$ cat config.mk
export PLATFORM = sky130hd
export DESIGN_NAME = div_sequencer
export DESIGN_NICKNAME = d
export VERILOG_FILES = /design/src/rtl/div_sequencer.sv
export SDC_FILE = /design/constraint.sdc
export NUM_CORES = 1
export LEC_CHECK = 0
export ABC_AREA = 1
export ABC_CLOCK_PERIOD_IN_PS = 3300
export CORE_MARGIN = 5
export CORE_UTILIZATION = 40
export CTS_CLUSTER_DIAMETER = 120
export DETAILED_ROUTE_END_ITERATION = 16
export GPL_TIMING_DRIVEN = 0
export PLACE_DENSITY_LB_ADDON = 0.15
export SLEW_MARGIN = 20
export SYNTH_ARGS = -nofsm -noshare
export SYNTH_HDL_FRONTEND = slang
export SYNTH_SLANG_ARGS = --single-unit
$ cat constraint.sdc
create_clock -name clk -period 3.3 [get_ports clk]
set_input_delay 0.495 -clock clk [delete_from_list [all_inputs] [get_ports clk]]
set_output_delay 0.495 -clock clk [all_outputs]
set_load 0.005 [all_outputs]
$ cat src/rtl/div_sequencer.sv
// div_sequencer: valid/ready front end for the 32-bit multi-cycle divider; define SIGNED_DIV_EN for signed requests
module div_sequencer #(
  parameter int unsigned TIMEOUT_CYCLES = 40,
  parameter logic [31:0] ZERO_QUOT = 32'hFFFFFFFF
) (
  input  logic        clk,
  input  logic        Reset,
  input  logic        In_Valid,
  output logic        In_Ready,
  input  logic [31:0] In_Dividend,
  input  logic [31:0] In_Divisor,
  input  logic        In_Signed,
  output logic [31:0] Div_Dividend,
  output logic [31:0] Div_Divisor,
  output logic        Div_Reset,
  output logic        Div_Run,
  input  logic        Div_Ready,
  input  logic [31:0] Div_Quotient,
  input  logic [31:0] Div_Remainder,
  output logic        Out_Valid,
  input  logic        Out_Ready,
  output logic [31:0] Out_Quotient,
  output logic [31:0] Out_Remainder,
  output logic        Out_DivZero,
  output logic        Out_Timeout
);
  localparam int CW = $clog2(TIMEOUT_CYCLES + 1);
  localparam logic [CW-1:0] TO_LAST = CW'(TIMEOUT_CYCLES - 1);
  typedef enum logic [2:0] {IDLE, CLEAR, START, WAIT, FIX, DONE} state_t;
  state_t state_q, state_d;
  logic [CW-1:0] cnt_q, cnt_d;
  logic in_ready_q, in_ready_d, div_reset_q, div_reset_d, div_run_q, div_run_d;
  logic out_valid_q, out_valid_d, out_dz_q, out_dz_d, out_to_q, out_to_d;
  logic neg_quot_q, neg_quot_d, neg_rem_q, neg_rem_d;
  logic [31:0] div_dividend_q, div_dividend_d, div_divisor_q, div_divisor_d;
  logic [31:0] out_quot_q, out_quot_d, out_rem_q, out_rem_d;
  logic neg_a, neg_b;
  logic [31:0] mag_a, mag_b;
`ifdef SIGNED_DIV_EN
  assign neg_a = In_Signed & In_Dividend[31];
  assign neg_b = In_Signed & In_Divisor[31];
`else
  logic unused_signed;
  assign unused_signed = In_Signed;
  assign neg_a = 1'b0;
  assign neg_b = 1'b0;
`endif
  // the divider always sees magnitudes; the signs are reapplied in FIX
  assign mag_a = neg_a ? -In_Dividend : In_Dividend;
  assign mag_b = neg_b ? -In_Divisor : In_Divisor;
  // next-state and next-output logic; strobes are derived from the next state so they come straight off flops
  always_comb begin
    state_d = state_q;
    cnt_d = cnt_q;
    div_dividend_d = div_dividend_q;
    div_divisor_d = div_divisor_q;
    neg_quot_d = neg_quot_q;
    neg_rem_d = neg_rem_q;
    out_quot_d = out_quot_q;
    out_rem_d = out_rem_q;
    out_dz_d = out_dz_q;
    out_to_d = out_to_q;
    case (state_q)
      IDLE: if (In_Valid) begin
        div_dividend_d = mag_a;
        div_divisor_d = mag_b;
        neg_quot_d = neg_a ^ neg_b;
        neg_rem_d = neg_a;
        if (In_Divisor == '0) begin
          state_d = DONE;
          out_quot_d = ZERO_QUOT;
          out_rem_d = In_Dividend;
          out_dz_d = 1'b1;
        end else state_d = CLEAR;
      end
      CLEAR: state_d = START;
      START: begin
        state_d = WAIT;
        cnt_d = '0;
      end
      WAIT: begin
        cnt_d = cnt_q + 1'b1;
        if (cnt_q != '0 && Div_Ready) begin
          state_d = FIX;
          out_quot_d = Div_Quotient;
          out_rem_d = Div_Remainder;
        end else if (cnt_q == TO_LAST) begin
          state_d = DONE;
          out_quot_d = '0;
          out_rem_d = '0;
          out_to_d = 1'b1;
        end
      end
      FIX: begin
        state_d = DONE;
        out_quot_d = neg_quot_q ? -out_quot_q : out_quot_q;
        out_rem_d = neg_rem_q ? -out_rem_q : out_rem_q;
      end
      DONE: if (Out_Ready) begin
        state_d = IDLE;
        out_dz_d = 1'b0;
        out_to_d = 1'b0;
      end
      default: state_d = IDLE;
    endcase
    in_ready_d = state_d == IDLE;
    div_reset_d = state_d == CLEAR;
    div_run_d = state_d == START;
    out_valid_d = state_d == DONE;
  end
  // state, timeout counter and registered outputs
  always_ff @(posedge clk) begin
    if (Reset) begin
      state_q <= IDLE;
      cnt_q <= '0;
      in_ready_q <= 1'b1;
      div_reset_q <= 1'b0;
      div_run_q <= 1'b0;
      out_valid_q <= 1'b0;
      out_dz_q <= 1'b0;
      out_to_q <= 1'b0;
      neg_quot_q <= 1'b0;
      neg_rem_q <= 1'b0;
      div_dividend_q <= '0;
      div_divisor_q <= '0;
      out_quot_q <= '0;
      out_rem_q <= '0;
    end else begin
      state_q <= state_d;
      cnt_q <= cnt_d;
      in_ready_q <= in_ready_d;
      div_reset_q <= div_reset_d;
      div_run_q <= div_run_d;
      out_valid_q <= out_valid_d;
      out_dz_q <= out_dz_d;
      out_to_q <= out_to_d;
      neg_quot_q <= neg_quot_d;
      neg_rem_q <= neg_rem_d;
      div_dividend_q <= div_dividend_d;
      div_divisor_q <= div_divisor_d;
      out_quot_q <= out_quot_d;
      out_rem_q <= out_rem_d;
    end
  end
  assign In_Ready = in_ready_q;
  assign Div_Reset = div_reset_q;
  assign Div_Run = div_run_q;
  assign Div_Dividend = div_dividend_q;
  assign Div_Divisor = div_divisor_q;
  assign Out_Valid = out_valid_q;
  assign Out_Quotient = out_quot_q;
  assign Out_Remainder = out_rem_q;
  assign Out_DivZero = out_dz_q;
  assign Out_Timeout = out_to_q;
endmodule

==> results of run 1 <==
[where the power goes]
group          total (W)  switching [W]  leakage, nW  internal, W
sequential       0.00206       0.000109         1.17      0.00195
combinational    0.00138       0.000648         2.58     0.000729
clock            0.00199       0.000744        0.293      0.00125
total            0.00543        0.00150         4.04      0.00393
[flip-flops by register name (all words and copies together), names as in the netlist]
register	cells
state_q	3
Div_Divisor	32
Out_Remainder	32
Div_Run	1
In_Ready	1
Out_DivZero	1
Div_Dividend	32
Div_Reset	1
Out_Timeout	1
Out_Valid	1
cnt_q	6
Out_Quotient	32
[layout by cell type, fill, tap and decap left out]
cell,instances
a21boi_0,1
a21oi_1,73
a21oi_2,30
a221oi_1,1
a31oi_2,1
and3_1,1
buf_1,3
buf_2,26
buf_4,2
buf_6,5
bufinv_16,3
clkbuf_1,23
clkbuf_16,17
clkbuf_8,3
clkdlybuf4s50_1,265
clkinv_1,1
clkinv_2,2
clkinv_4,2
clkinvlp_4,2
dfxtp_1,143
diode_2,2
ha_1,2
inv_1,78
inv_2,1
nand2_1,380
nand2_2,1
nand3_1,39
nand3_2,1
nand4_1,3
nor2_1,93
nor2_2,1
nor3_1,2
nor3_2,1
nor3b_1,1
nor4_1,1
o211ai_1,1
o21ai_0,5
o21ai_1,1
[cells by family (layout without fill, tap and decap cells)]
kind of cell,count (synthesis),after routing,synth area share
buf+inv,136,433,0.0945
compound gates,113,113,0.112
simple gates,524,524,0.330
fa+ha+maj,2,2,0.00402
other cells,0,2,0
flops,143,143,0.460
[critical path, stage by stage]
cell and delay (ns):
clkdlybuf4s50_1 0.44, nor2_1 0.11, nand2_1 0.06, nor2_1 0.13, nand2_1 0.10, o21ai_1 0.16, nand3_2 0.20, buf_2 0.25
nor2_1 0.18, nor2_1 0.06
[worst paths after layout]
kind	end	slack [ns]	depth (start not counted)
setup / recovery	Out_Remainder[2]$_SDFFE_PP0P_	1.41	10
hold / removal	Out_Quotient[31]$_SDFFE_PP0P_	0.45	2
setup reg to reg	Out_Remainder[2]$_SDFFE_PP0P_	1.51	9
hold reg to reg	Out_Quotient[31]$_SDFFE_PP0P_	0.45	2
[per-stage QoR]
step	cells	utilization	area [µm²]	hold WS, ns	setup WS, ns
after global placement	1394	0.599	9140	0.434	0.955
after floorplan	918	-	6220	0.437	1.75
after CTS	1426	0.639	9750	0.446	1.39
after global routing	1427	0.639	9750	0.470	1.20
final	1428	0.639	9750	0.445	1.41
after detailed placement	1394	0.599	9140	0.437	0.945
[area by class of cell]
class | instances | area (µm²) | area share
multi-input cells | 639 | 2770 | 0.284
clock buffers | 23 | 478 | 0.0490
inverters | 80 | 300 | 0.0308
diodes | 2 | 5.00 | 0.000513
plain buffers | 56 | 288 | 0.0295
well taps | 211 | 264 | 0.0271
flip-flops and latches | 143 | 2860 | 0.293
clock inverters | 9 | 133 | 0.0136
repair buffers | 265 | 2650 | 0.272
[routing by layer]
metal | global-route usage | vias to the layer above
met4 | 0.0690 | 0
li1 | - | 3401
met1 | 0.274 | 2835
met5 | 0 | -
met3 | 0.0872 | 19
met2 | 0.361 | 225
==> metrics.txt, run 1 <==
peak supply drop=0.000350 V; drt drc=0; Achievable Freq=0.529 GHz; Critical Path RT=3.61 ns; synthesized area=0.00622 mm²; initial core utilization=0.408; TNS Setup=0 ns; post-layout total power=0.00543 W; Synth cell types=30; antenna violations before repair=1; EDFF count, synth=0; Cell Rows=45; Worst Hold Class=reg2reg; Max Cap Viol=0; postcts setup bufs=0; Syn Nets=1054; Pins Over Slew Limit=0; TritonCTS Buffers=17; post-synth top area share=0.460; IO Count=268; root buffer cell=clkbuf_16; Area growth syn-to-layout=56.8%; Routed WL=20600 µm; Crit Path Category=in2reg; dpl hpwl=15700 µm; leakage=4.04 nW; count of state elements after synthesis=143; Vias=6480; top cells by area, synth=dfxtp_1 46%, nand2_1 23%, a21oi_1 5.9%; vias in the first global route=5965; Critical Path End Type=flip-flop; Synth area leader=dfxtp_1; largest net degree at the start of global routing=17; Seq/Total Area, Yosys=0.460; antenna viol nets, final=0; fraction of layout cells with a size suffix above 1=0.0807; highest metal used=met4; 1st-iter DRT viols=347; Fillers=1437; global-route usage over all layers=0.223; ys flop type=dfxtp_1; critical path launch point type=input pin; nets=1338; iteration count of the initial detailed-routing pass=5; via density per instance=4.54; Final min period=1.89 ns; worst clock skew=0.00777 ns; final period utilization=0.573; RSZ-0062 raised after global routing=no; clock buffer depth=2; clock insertion delay at the later pin of the skew report=0.42 ns; die height=135 µm; Die ar.=0.0181 mm²; count leader, synth=nand2_1; total grt overflow=0; DR WL/cell=14.4 µm; crit-path max FO=10; Fin. Hold Viols=0; crit path from=In_Divisor[6]; Core ar.=0.0153 mm²; commonest cells in the netlist=380 x nand2_1, 143 x dfxtp_1, 93 x nor2_1; PostCTS Resize Cnt=0; Yosys warnings=0; met2 wire length=9600 µm; headroom to the max-slew limit=0.620; average size of a mapped cell=6.78 µm²; Critical Path AT=2.20 ns; Hold Crit Start=Out_Quotient[31]$_SDFFE_PP0P_; first-pass GRT wire length=31800 µm; actual slew at the worst max-slew pin=0.571 ns; wire length on met3=1980 µm; share of flip-flops with an asynchronous set or reset=0; PwrDens=557 mW/mm²; outcome=complete, no violations; clock-pin transition on the worst setup and hold timing paths=0.06 ns; H-Tree Depth=4; Clock Sinks=143; # hold bufs at CTS=0; Gate Count Post-Synth=918; Setup Viol. Count Final=0; routability cong.=0.812; Die Width=135 µm; CTS tree=yes; I/O Buffers=265; Metal-1 WL=8750 µm; reg2reg start=cnt_q[0]$_SDFFE_PP0P_
Power figures use the tool's default switching activity.
==> inputs of run 2 (changes only) <==
--- a/config.mk
+++ b/config.mk
@@ -6,9 +6,9 @@
 export NUM_CORES = 1
 export LEC_CHECK = 0
 export ABC_AREA = 1
-export ABC_CLOCK_PERIOD_IN_PS = 3300
+export ABC_CLOCK_PERIOD_IN_PS = 1500
 export CORE_MARGIN = 5
-export CORE_UTILIZATION = 40
+export CORE_UTILIZATION = 38
 export CTS_CLUSTER_DIAMETER = 120
 export DETAILED_ROUTE_END_ITERATION = 16
 export GPL_TIMING_DRIVEN = 0
==> constraint.sdc (replaced) <==
create_clock -name clk -period 1.5 [get_ports clk]
set_input_delay 0.225 -clock clk [delete_from_list [all_inputs] [get_ports clk]]
set_output_delay 0.225 -clock clk [all_outputs]
set_load 0.005 [all_outputs]
==> run 2 against run 1 <==
Compared with the run above:
- via count rose by 5.0%
- sequential power grew 120%
- the flow now finishes with violations (setup timing)
- critical path depth is 1 lower
- combinational power is 150% higher
- routed wire length increased by 13%
- cell count grew 2.3%
- design area rose by 10%
- global-route usage grew 0.71 points
- non-clock buffer count up 30
- worst hold slack got worse by 0.26 ns
- count of clock-buffer cells in the layout down 4
==> metrics.txt, run 2 (synthesis results as in run 1) <==
Die Width=138 µm; Critical Path End Type=flip-flop; iteration count of the initial detailed-routing pass=5; headroom to the max-slew limit=0.535; H-Tree Depth=4; Cell Rows=46; setup slack after layout=-0.137 ns; actual slew at the worst max-slew pin=0.698 ns; clock-pin transition on the worst setup and hold timing paths=0.06 ns; leakage=5.24 nW; DP Area=0.00915 mm²; pre-CTS worst setup slack=-0.701 ns; commonest non-fill, non-tap cell in the layout=nand2_1; die height=138 µm; fraction of layout cells with a size suffix above 1=0.208; Area growth syn-to-layout=72.5%; antenna violations before repair=0; R2R cell count=9; # hold bufs at CTS=0; Core ar.=0.0160 mm²; via density per instance=4.66; Max Cap Viol=0; Setup Viol. Count Final=68; dpl hpwl=16300 µm; initial core utilization=0.389; Crit Path Category=reg2reg; clock buffer depth=2; Clock Sinks=143; R2R setup slack=-0.14 ns; critical path launch point type=flip-flop; 1st-iter DRT viols=311; Achievable Freq=0.611 GHz; total grt overflow=0; Fillers=1421; DR WL/cell=15.9 µm; CTS tree=yes; I/O Buffers=265; final core occ=0.671; Routed WL=23300 µm; Die ar.=0.0190 mm²; antenna viol nets, final=0; first-pass GRT wire length=33800 µm; placed cells=1399; routability cong.=0.766; Final min period=1.64 ns; crit-path max FO=5; TritonCTS Buffers=17; worst clock skew=0.00818 ns; largest net degree at the start of global routing=17; vias in the first global route=6478; ANT cells=0; clock insertion delay at the later pin of the skew report=0.43 ns; IO Count=268; commonest non-fill, non-tap cells in the layout=310 x nand2_1, 135 x dfxtp_1, 130 x clkdlybuf4s50_1, 109 x dlygate4sd2_1, 74 x inv_1; peak supply drop=0.000824 V; Pins Over Slew Limit=0; PwrDens=1160 mW/mm²; Worst Hold Class=in2reg; root buffer cell=clkbuf_16; Finished Cell Area=0.0107 mm²; Vias=6805; RSZ-0062 raised after global routing=yes; nets=1368; failing checks=setup timing; Fin. Hold Viols=0; Critical Path RT=1.81 ns; final period utilization=1.09; TNS Setup=-5.44 ns; global-route usage over all layers=0.230; Hold Crit Depth=2; Cell Count, Final, Fillers Out=1461; drt drc=0; Critical Path AT=1.95 ns; outcome=finished with violations
## run 2: routing by layer
metal  wire length, µm  part of all wire  track usage  up-vias
met5                 0                 0            0        -
met2             11100              0.48        0.385      263
li1                  -                 -            -     3466
met3              2610              0.11        0.100       29
met4               412             0.018       0.0648        0
met1              9150              0.39        0.269     3047
## run 2: power breakdown
group / switching (W) / internal [W] / total (W) / leakage, nW
clock: 0.00173 / 0.00271 / 0.00443 / 0.295
combinational: 0.00170 / 0.00174 / 0.00344 / 3.76
sequential: 0.000242 / 0.00429 / 0.00453 / 1.18
total: 0.00367 / 0.00873 / 0.0124 / 5.24
## run 2: worst paths after layout
| kind | startpoint | end |
|---|---|---|
| setup / recovery | cnt_q[1]$_SDFFE_PP0P_ | Out_Quotient[8]$_SDFFE_PP0P_ |
| hold / removal | Reset | state_q[0]$_SDFF_PP0_ |
| setup reg to reg | cnt_q[1]$_SDFFE_PP0P_ | Out_Quotient[8]$_SDFFE_PP0P_ |
| hold reg to reg | Out_Quotient[9]$_SDFFE_PP0P_ | Out_Quotient[9]$_SDFFE_PP0P_ |
## run 2: timing repair
item | 4_1_cts | 5_1_grt
setup endpoints to repair | 228 | 158
gates cloned | 5 | 4
pin swaps | 14 | 27
setup buffers | 17 | 6
gates resized for setup | 231 | 145
## run 2: area by class of cell
type                       instances  area [µm²]  area share
buffer                            54         478      0.0445
multi-input combinational        639        3220       0.300
inverter                          80         305      0.0285
clock inverter                    13         163      0.0152
clock buffer                      19         453      0.0422
sequential                       143        2880       0.268
timing repair buffer             297        2960       0.276
tap                              216         270      0.0252
## run 2: worst max-delay path: stages, from the launching register on
cell,delay [ns]
dfxtp_4,0.38
ha_4,0.14
nand4_1,0.11
buf_4,0.18
a31oi_4,0.25
buf_6,0.18
buf_6,0.13
nand2_2,0.05
nand2_2,0.06
a21oi_2,0.04
## run 2: stage by stage
stage	power (W)	hold slack [ns]
after detailed placement	0.00769	0.448
after floorplan	0.00594	0.368
after global placement	0.00765	0.435
final	0.0124	0.182
after global routing	0.0130	0.181
after CTS	0.0122	0.182
